## src/rtl/matmul_pkg.sv

```systemverilog
// Shared sizing parameters, sequencer state type and element addressing for the
// matrix-multiply sequencer slice.
package matmul_pkg;

    localparam int MAX_DIM     = 4;
    localparam int DATA_WIDTH  = 16;
    localparam int BUS_WIDTH   = 64;
    localparam int SP_NTARGETS = 4;
    localparam int SP_AW       = $clog2(MAX_DIM * MAX_DIM);
    localparam int DIM_W       = $clog2(MAX_DIM);
    localparam int STEP_W      = $clog2(3 * MAX_DIM);
    localparam int TGT_W       = $clog2(SP_NTARGETS);

    typedef enum logic [2:0] {
        ST_IDLE,
        ST_CLEAR,
        ST_COMPUTE,
        ST_WRBACK,
        ST_DONE
    } seq_state_e;

    // Scratchpad rows are MAX_DIM elements wide regardless of the active n x m.
    function automatic logic [SP_AW-1:0] elem_addr(input logic [DIM_W-1:0] i,
                                                   input logic [DIM_W-1:0] j);
        return SP_AW'(int'(i) * MAX_DIM + int'(j));
    endfunction

endpackage

```

## src/rtl/matmul_index_counter.sv

```systemverilog
// Row-major (i, j) scan over an (n+1) x (m+1) result tile; limits are value-1 codes.
module matmul_index_counter
    import matmul_pkg::*;
(
    input  logic             clk_i,
    input  logic             rst_ni,
    input  logic             clr_i,
    input  logic             en_i,
    input  logic [DIM_W-1:0] n_i,
    input  logic [DIM_W-1:0] m_i,
    output logic [DIM_W-1:0] i_o,
    output logic [DIM_W-1:0] j_o,
    output logic             last_o
);

    always_ff @(posedge clk_i or negedge rst_ni) begin
        if (!rst_ni) begin
            i_o <= '0;
            j_o <= '0;
        end else if (clr_i) begin
            i_o <= '0;
            j_o <= '0;
        end else if (en_i) begin
            if (j_o == m_i) begin
                j_o <= '0;
                i_o <= (i_o == n_i) ? '0 : i_o + DIM_W'(1);
            end else begin
                j_o <= j_o + DIM_W'(1);
            end
        end
    end

    assign last_o = (i_o == n_i) && (j_o == m_i);

endmodule

```

## src/rtl/matmul_sequencer.sv

```systemverilog
// Control sequencer for the systolic matmul: clears the PEs, drives the skewed feed,
// then writes results back to the scratchpad, optionally adding a bias read first.
module matmul_sequencer
    import matmul_pkg::*;
(
    input  logic              clk_i,
    input  logic              rst_ni,
    input  logic              start_i,
    input  logic              mode_i,
    input  logic [TGT_W-1:0]  write_target_i,
    input  logic [TGT_W-1:0]  read_target_i,
    input  logic [DIM_W-1:0]  dim_n_i,
    input  logic [DIM_W-1:0]  dim_k_i,
    input  logic [DIM_W-1:0]  dim_m_i,
    output logic              busy_o,
    output logic              done_o,
    output logic              clear_start_o,
    output logic              pe_clr_o,
    output logic              feed_en_o,
    output logic [STEP_W-1:0] feed_step_o,
    output logic              sp_rd_en_o,
    output logic [TGT_W-1:0]  sp_rd_sel_o,
    output logic [SP_AW-1:0]  sp_rd_addr_o,
    output logic              add_bias_o,
    output logic              sp_wr_en_o,
    output logic [TGT_W-1:0]  sp_wr_sel_o,
    output logic [SP_AW-1:0]  sp_wr_addr_o
);

    seq_state_e        state_q;
    logic              mode_q;
    logic [TGT_W-1:0]  wt_q;
    logic [TGT_W-1:0]  rt_q;
    logic [DIM_W-1:0]  n_q;
    logic [DIM_W-1:0]  k_q;
    logic [DIM_W-1:0]  m_q;
    logic              scan_end_q;

    logic [DIM_W-1:0]  idx_i;
    logic [DIM_W-1:0]  idx_j;
    logic              idx_last;
    logic              idx_clr;
    logic              idx_en;
    logic [STEP_W-1:0] step_max;
    logic              compute_last;
    logic              bias_pending;

    assign step_max     = STEP_W'(n_q) + STEP_W'(k_q) + STEP_W'(m_q);
    assign compute_last = (state_q == ST_COMPUTE) && (feed_step_o == step_max);
    // The first element is issued on the COMPUTE->WRBACK edge so WRBACK has no bubble.
    assign idx_en       = compute_last || ((state_q == ST_WRBACK) && !scan_end_q);
    assign idx_clr      = (state_q == ST_IDLE);
    assign bias_pending = mode_q && sp_rd_en_o;

    matmul_index_counter u_index_counter (
        .clk_i  (clk_i),
        .rst_ni (rst_ni),
        .clr_i  (idx_clr),
        .en_i   (idx_en),
        .n_i    (n_q),
        .m_i    (m_q),
        .i_o    (idx_i),
        .j_o    (idx_j),
        .last_o (idx_last)
    );

    always_ff @(posedge clk_i or negedge rst_ni) begin
        if (!rst_ni) begin
            state_q       <= ST_IDLE;
            mode_q        <= 1'b0;
            wt_q          <= '0;
            rt_q          <= '0;
            n_q           <= '0;
            k_q           <= '0;
            m_q           <= '0;
            scan_end_q    <= 1'b0;
            busy_o        <= 1'b0;
            done_o        <= 1'b0;
            clear_start_o <= 1'b0;
            pe_clr_o      <= 1'b0;
            feed_en_o     <= 1'b0;
            feed_step_o   <= '0;
            sp_rd_en_o    <= 1'b0;
            sp_rd_sel_o   <= '0;
            sp_rd_addr_o  <= '0;
            add_bias_o    <= 1'b0;
            sp_wr_en_o    <= 1'b0;
            sp_wr_sel_o   <= '0;
            sp_wr_addr_o  <= '0;
        end else begin
            pe_clr_o      <= 1'b0;
            clear_start_o <= 1'b0;
            done_o        <= 1'b0;
            sp_rd_en_o    <= 1'b0;
            sp_wr_en_o    <= 1'b0;
            add_bias_o    <= 1'b0;

            case (state_q)
                ST_IDLE: begin
                    if (start_i) begin
                        mode_q        <= mode_i;
                        wt_q          <= write_target_i;
                        rt_q          <= read_target_i;
                        n_q           <= dim_n_i;
                        k_q           <= dim_k_i;
                        m_q           <= dim_m_i;
                        state_q       <= ST_CLEAR;
                        busy_o        <= 1'b1;
                        pe_clr_o      <= 1'b1;
                        clear_start_o <= 1'b1;
                    end
                end
                ST_CLEAR: begin
                    state_q     <= ST_COMPUTE;
                    feed_en_o   <= 1'b1;
                    feed_step_o <= '0;
                    scan_end_q  <= 1'b0;
                end
                ST_COMPUTE: begin
                    if (compute_last) begin
                        state_q     <= ST_WRBACK;
                        feed_en_o   <= 1'b0;
                        feed_step_o <= '0;
                    end else begin
                        feed_step_o <= feed_step_o + STEP_W'(1);
                    end
                end
                ST_WRBACK: begin
                    // Bias read issued last cycle: its data is valid now, so write it back.
                    if (bias_pending) begin
                        sp_wr_en_o   <= 1'b1;
                        sp_wr_sel_o  <= wt_q;
                        sp_wr_addr_o <= sp_rd_addr_o;
                        add_bias_o   <= 1'b1;
                    end
                    if (scan_end_q && !bias_pending) begin
                        state_q <= ST_DONE;
                        done_o  <= 1'b1;
                    end
                end
                ST_DONE: begin
                    state_q <= ST_IDLE;
                    busy_o  <= 1'b0;
                end
                default: begin
                    state_q <= ST_IDLE;
                    busy_o  <= 1'b0;
                end
            endcase

            if (idx_en) begin
                scan_end_q <= idx_last;
                if (mode_q) begin
                    sp_rd_en_o   <= 1'b1;
                    sp_rd_sel_o  <= rt_q;
                    sp_rd_addr_o <= elem_addr(idx_i, idx_j);
                end else begin
                    sp_wr_en_o   <= 1'b1;
                    sp_wr_sel_o  <= wt_q;
                    sp_wr_addr_o <= elem_addr(idx_i, idx_j);
                end
            end
        end
    end

endmodule

```

## config.mk

```make
export PLATFORM = sky130hd
export DESIGN_NAME = matmul_sequencer
export DESIGN_NICKNAME = d
export VERILOG_FILES = /design/src/rtl/matmul_pkg.sv /design/src/rtl/matmul_index_counter.sv /design/src/rtl/matmul_sequencer.sv
export SDC_FILE = /design/constraint.sdc
export NUM_CORES = 1
export LEC_CHECK = 0
export CORE_MARGIN = 5
export CORE_UTILIZATION = 45
export DETAILED_ROUTE_END_ITERATION = 12
export PLACE_DENSITY = 0.74
export SLEW_MARGIN = 20
export SYNTH_ARGS = -nofsm -noshare
export SYNTH_HDL_FRONTEND = slang
export SYNTH_HIERARCHICAL = 1
export SYNTH_SLANG_ARGS = --single-unit
```

## constraint.sdc

```tcl
create_clock -name clk_i -period 2.7 [get_ports clk_i]
set_clock_uncertainty 0.1 [all_clocks]
set_input_delay 0.81 -clock clk_i [delete_from_list [all_inputs] [get_ports clk_i]]
set_output_delay 0.81 -clock clk_i [all_outputs]
set_load 0.05 [all_outputs]
```

Yosys cells after proc, flatten, opt, wreduce, memory -nomap -nowiden
Cells that the tools add are included.

Flip-flop bits (word level): 42. Input port bits: 14. Output and inout bits: 24.

Add/subtract/negate cells: 6. Multiplexer cells: 37. Bitwise gates (word level): 1. Reduce and logical (&&, ||, !) cells: 20. Eq/ne operators: 9.

Operators with widths (number): 2-bit two-way mux (11); 4-bit two-way mux (5); 1-bit two-way mux (14); 3-bit one-hot mux with 4 select lines (1); 2-bit AND reduction (5); 3-bit two-way mux (3); 4-bit one-hot mux with 2 select lines (1); 2-bit nonzero test (4); 3-bit by 2-bit == test with 1-bit output, second input constant (2); 1-bit logical AND (5); 2-bit by 1-bit adder with 2-bit output, second input constant (2); 3-bit by 2-bit adder with 4-bit output (1); 4-bit by 1-bit adder with 4-bit output, second input constant (1); 4-bit by 2-bit adder with 4-bit output (1); 2-bit == test (2); 4-bit == test (1); 2-bit inequality test, second input constant (2); 1-bit one-hot mux with 2 select lines (2); 2-bit by 2-bit adder with 3-bit output (1); 3-bit by 1-bit == test with 1-bit output, second input constant (1); 3-bit zero test (1); 3-bit AND reduction (1); 3-bit OR reduction (1); 1-bit zero test (2); other kinds (3) (3).

Depth between registers and ports, before layout
Word-level depth: 7. Gate-level depth with buffers: 12.

Modules after synthesis
The synthesis kept the hierarchy.

By module, submodules not included: matmul_sequencer (cells an instance 139, times used 1, area an instance 1691.6 sq um); matmul_index_counter (cells an instance 27, times used 1, area an instance 255.2 sq um).

Least setup slack after synthesis
OpenSTA, ideal clock, no wires.

Path type: flip-flop to flip-flop. Start point: register n_q[1]. End point: register u_index_counter.i_o[1]. Setup slack: -0.259 ns. Stages on the path, launching flop included: 13. Clock period less this slack: 2.959 ns. Data arrival time: 2.759 ns. Path buffers: 0. Cell sequence: dfrtp_1 inv_1 fa_1 inv_1 ha_1 ha_1 xor2_1 nor4_4 nand3_1 o21ai_0 and3_4 a31oi_1 a311oi_1.

Word-level cells in the longest chain between the ends: 7. Elaborated cells between the ends (all ways): 12.

RTL lines: start, declared (RTL line matmul_sequencer.sv:34) `logic [DIM_W-1:0] n_q;`; start signal, assigned (RTL line matmul_sequencer.sv:104) `n_q <= dim_n_i;`; 2-bit by 2-bit adder with 3-bit output (RTL line matmul_sequencer.sv:48) `assign step_max = STEP_W'(n_q) + STEP_W'(k_q) + STEP_W'(m_q);`; 3-bit by 2-bit adder with 4-bit output (RTL line matmul_sequencer.sv:48); 4-bit == test (RTL line matmul_sequencer.sv:49) `assign compute_last = (state_q == ST_COMPUTE) && (feed_step_o == step_max);`; 1-bit logical AND (RTL line matmul_sequencer.sv:49); 1-bit logical OR (RTL line matmul_sequencer.sv:51) `assign idx_en = compute_last || ((state_q == ST_WRBACK) && !scan_end_q);`; net idx_en (RTL line matmul_sequencer.sv:43) `logic idx_en;`; 2-bit nonzero test (no source line); 2-bit AND reduction (no source line); end signal, assigned (RTL line matmul_index_counter.sv:26) `i_o <= (i_o == n_i) ? '0 : i_o + DIM_W'(1);`; end, declared (RTL line matmul_index_counter.sv:11) `output logic [DIM_W-1:0] i_o,`.

The timed path passes the listed nets, and every way through them passes these cells. The select of a mux whose other input is x is not followed. A chain may end at the register's enable or synchronous reset.

Final worst setup path
Same ends and word-level chain as after synthesis.

==> results_dict.tcl <==
set metrics [dict create \
    tns_ps -176.2 \
    globalRouteOverflowTotal 0 \
    maxCapViolations 0 \
    timing.final.max_slew_violations 0 \
    gr-usage-met1 0.1931 \
    yosysWarningCount 6 \
    first_global_vias 1358 \
    io_buffer_count 37 \
    grt.met2_usage 0.2462 \
    critPathArrivalTime_ps 2900 \
    drc 0 \
    outcome "finished with violations" \
    min-delay-path-class "reg -> reg" \
    netlist_instances 166 \
    avgSynthCellArea_um2 11.73 \
    yosys.area_share.simple 0.1311 \
    routedWlPerCell_um 14.84 \
    crit_path_start_kind "register" \
    post_route_cells_drive_above_1_share 0.2511 \
    ctsRootBufferMaster "clkbuf_8" \
    grtUsageMet3 0.03166 \
    post-dp-hpwl_um 2938 \
    floorplan.initialDensity 0.4566 \
    post_syn_area_um2 1947 \
    groute.usage.overall 0.1506 \
    ios 38 \
    grt_most_used_layer "met2" \
    synth-edff-count 0 \
    coreArea_um2 4264 \
    final_nets 242 \
    synthFlopType "dfrtp_1" \
    worst_ep_required_time_ps 2790 \
    maxClockFrequency_ghz 0.3561 \
    clock_sink_count 42 \
    critPathKind "reg -> reg" \
    detail_route.iter0.violations 79 \
    placementRows 24 \
    finalSetupViolCount 7 \
    violated_checks "setup timing" \
    clock_tree.htree_level_count 2 \
    finalCriticalPeriod_ps 2808 \
    clk_pin_slew_worst_paths_ps 80 \
    place_congestion 0.7299 \
    initial_antenna_violation_count 0 \
    adder_cell_area_share_of_the_yosys_netlist 0.03985 \
    synthArstFlopShare 1.000 \
    grt_setup_unrepaired "true" \
    cts_tree "done" \
    vias_after_detailed_routing 1408 \
    detailedRoute.firstPassIterationCount 4 \
    pin_count_of_the_biggest_net_entering_global_routing 43 \
    design.die.area_um2 5742 \
    min_period_over_period 1.040 \
    antenna_cells 0 \
    clk_path_buf_depth 2 \
    largest_family_of_logic_cells_by_synthesized_area "simple AND/OR/NAND/NOR gates" \
    final_antenna_net_count 0 \
    dieWidth_um 75.78 \
    drt-total-wl_um 4080 \
    global_route_wire_length_before_repair_um 6396 \
    worst-slew-pin-transition_ps 919.3 \
    max-slew-margin-rel 0.3871 \
    clk_latency_worst_skew_pair_ps 290 \
    yosys.area_share.xor_xnor 0.04884 \
    synth.area.mux_share 0.1240 \
    synth_cell_types 37 \
    postLayoutSetupSlackWorst_ps -108.3 \
    dieHeight_um 75.78 \
    vias_per_instance 5.120 \
    area.growth.synth_to_final_pct 37.21 \
    synth.ff_latch_count 42 \
    cts_hold_buf 0 \
    worstSetupEndpointType "register" \
    timing.final.hold_violations 0 \
    cts_buffers 5 \
    synth.net_count 185 \
    crit_fanout 4 \
    synth_compound_gate_area_share 0.08740 \
    synth_seq_area_share 0.5398 \
]
-- cell type report --
class                      instances  area, um^2
clock inverter                     1       30.03
multi-input combinational        111       915.9
timing repair buffer              54       493.0
tap                               52       65.06
sequential                        42        1051
fill                             327        1593
inverter                           9       33.78
clock buffer                       6       82.58
-- layout by cell type, fill, tap and decap left out, types with 6 or more instances in the layout --
cell type | Yosys | routed
xor2_1 | 8 | 7
dfrtp_1 | 42 | 42
nor2_1 | 16 | 16
clkbuf_8 | 0 | 6
mux2_4 | 0 | 6
mux2_2 | 9 | 9
inv_1 | 9 | 8
clkdlybuf4s50_1 | 0 | 36
o21ai_0 | 9 | 8
nand2_1 | 12 | 12
buf_4 | 1 | 17
-- cells by family after synthesis --
family                     after synthesis
AOI/OAI and AO/OA                       26
xor gates and xnor gates                10
muxes                                   22
and+or+nand+nor                         48
DFF                                     42
buffers and inverters                   13
adders and majority gates                5
-- registers in the layout, indices dropped and copies added, names as in the netlist, 3 cells and up --
signal,flops
feed_step_o,4
sp_rd_addr_o,4
sp_wr_addr_o,4
state_q,3
-- stage by stage --
step	util	cell area [um^2]	setup slack, ps	std cells	hold WS, ps
3_3_place_gp	0.5754	2454	-20.94	260	365.7
3_5_place_dp	0.5754	2454	-178.6	260	372.1
5_1_grt	0.6265	2671	-261.9	275	433.5
4_1_cts	0.6080	2592	-108.7	269	399.5
2_1_floorplan	-	1978	-91.08	166	354.1
6_report	0.6265	2671	-108.3	275	393.2
-- cell usage after synthesis, types with 2 or more instances --
library cell,number,share of area
a21oi_1,6,0.015
a22o_1,2,0.0090
a31oi_1,2,0.0064
buf_2,3,0.0077
dfrtp_1,42,0.54
fa_1,2,0.021
ha_1,3,0.019
inv_1,9,0.017
mux2_1,8,0.046
mux2_2,9,0.052
mux2i_1,5,0.026
nand2_1,12,0.023
nand2b_1,4,0.013
nand3_1,2,0.0051
nor2_1,16,0.031
nor3_1,5,0.013
o21ai_0,9,0.023
xor2_1,8,0.036
-- per-layer routing --
metal	up-vias	routed length, um
li1	676	-
met1	696	1745
met2	29	2101
met3	7	164
met4	0	68
met5	-	0
-- what timing repair did --
item                       in CTS  in global routing
buffers inserted                2                  7
cloned                          0                  0
pin swaps                       2                  2
setup endpoints to repair      11                 12
gates resized for setup         3                  6
-- critical path: stages, from the launching register on --
cell	delay (ps)
dfrtp_1	370
inv_2	50
fa_1	520
inv_1	40
ha_2	170
ha_4	230
xor2_4	180
nor4_4	230
nand3_2	150
o21ai_4	100
and3_4	220
a31oi_1	90
a311oi_1	240
-- path summary, 6_finish.rpt --
| kind | from | to | slack (ps) | cells past startpoint |
|---|---|---|---|---|
| max | n_q[1] | u_index_counter/i_o[1] | -110 | 12 |
| min | feed_en_o | feed_en_o | 390 | 2 |
| max reg2reg | n_q[1] | u_index_counter/i_o[1] | -110 | 12 |
| min reg2reg | feed_en_o | feed_en_o | 390 | 2 |
| max in group asynchronous | rst_ni | mode_q | 1380 | 1 |
| min in group asynchronous | rst_ni | feed_step_o[3] | 540 | 1 |
Power is left out: the tool's default activity adds up to more than one toggle a clock period on the data nets, which glitch-free logic cannot reach.
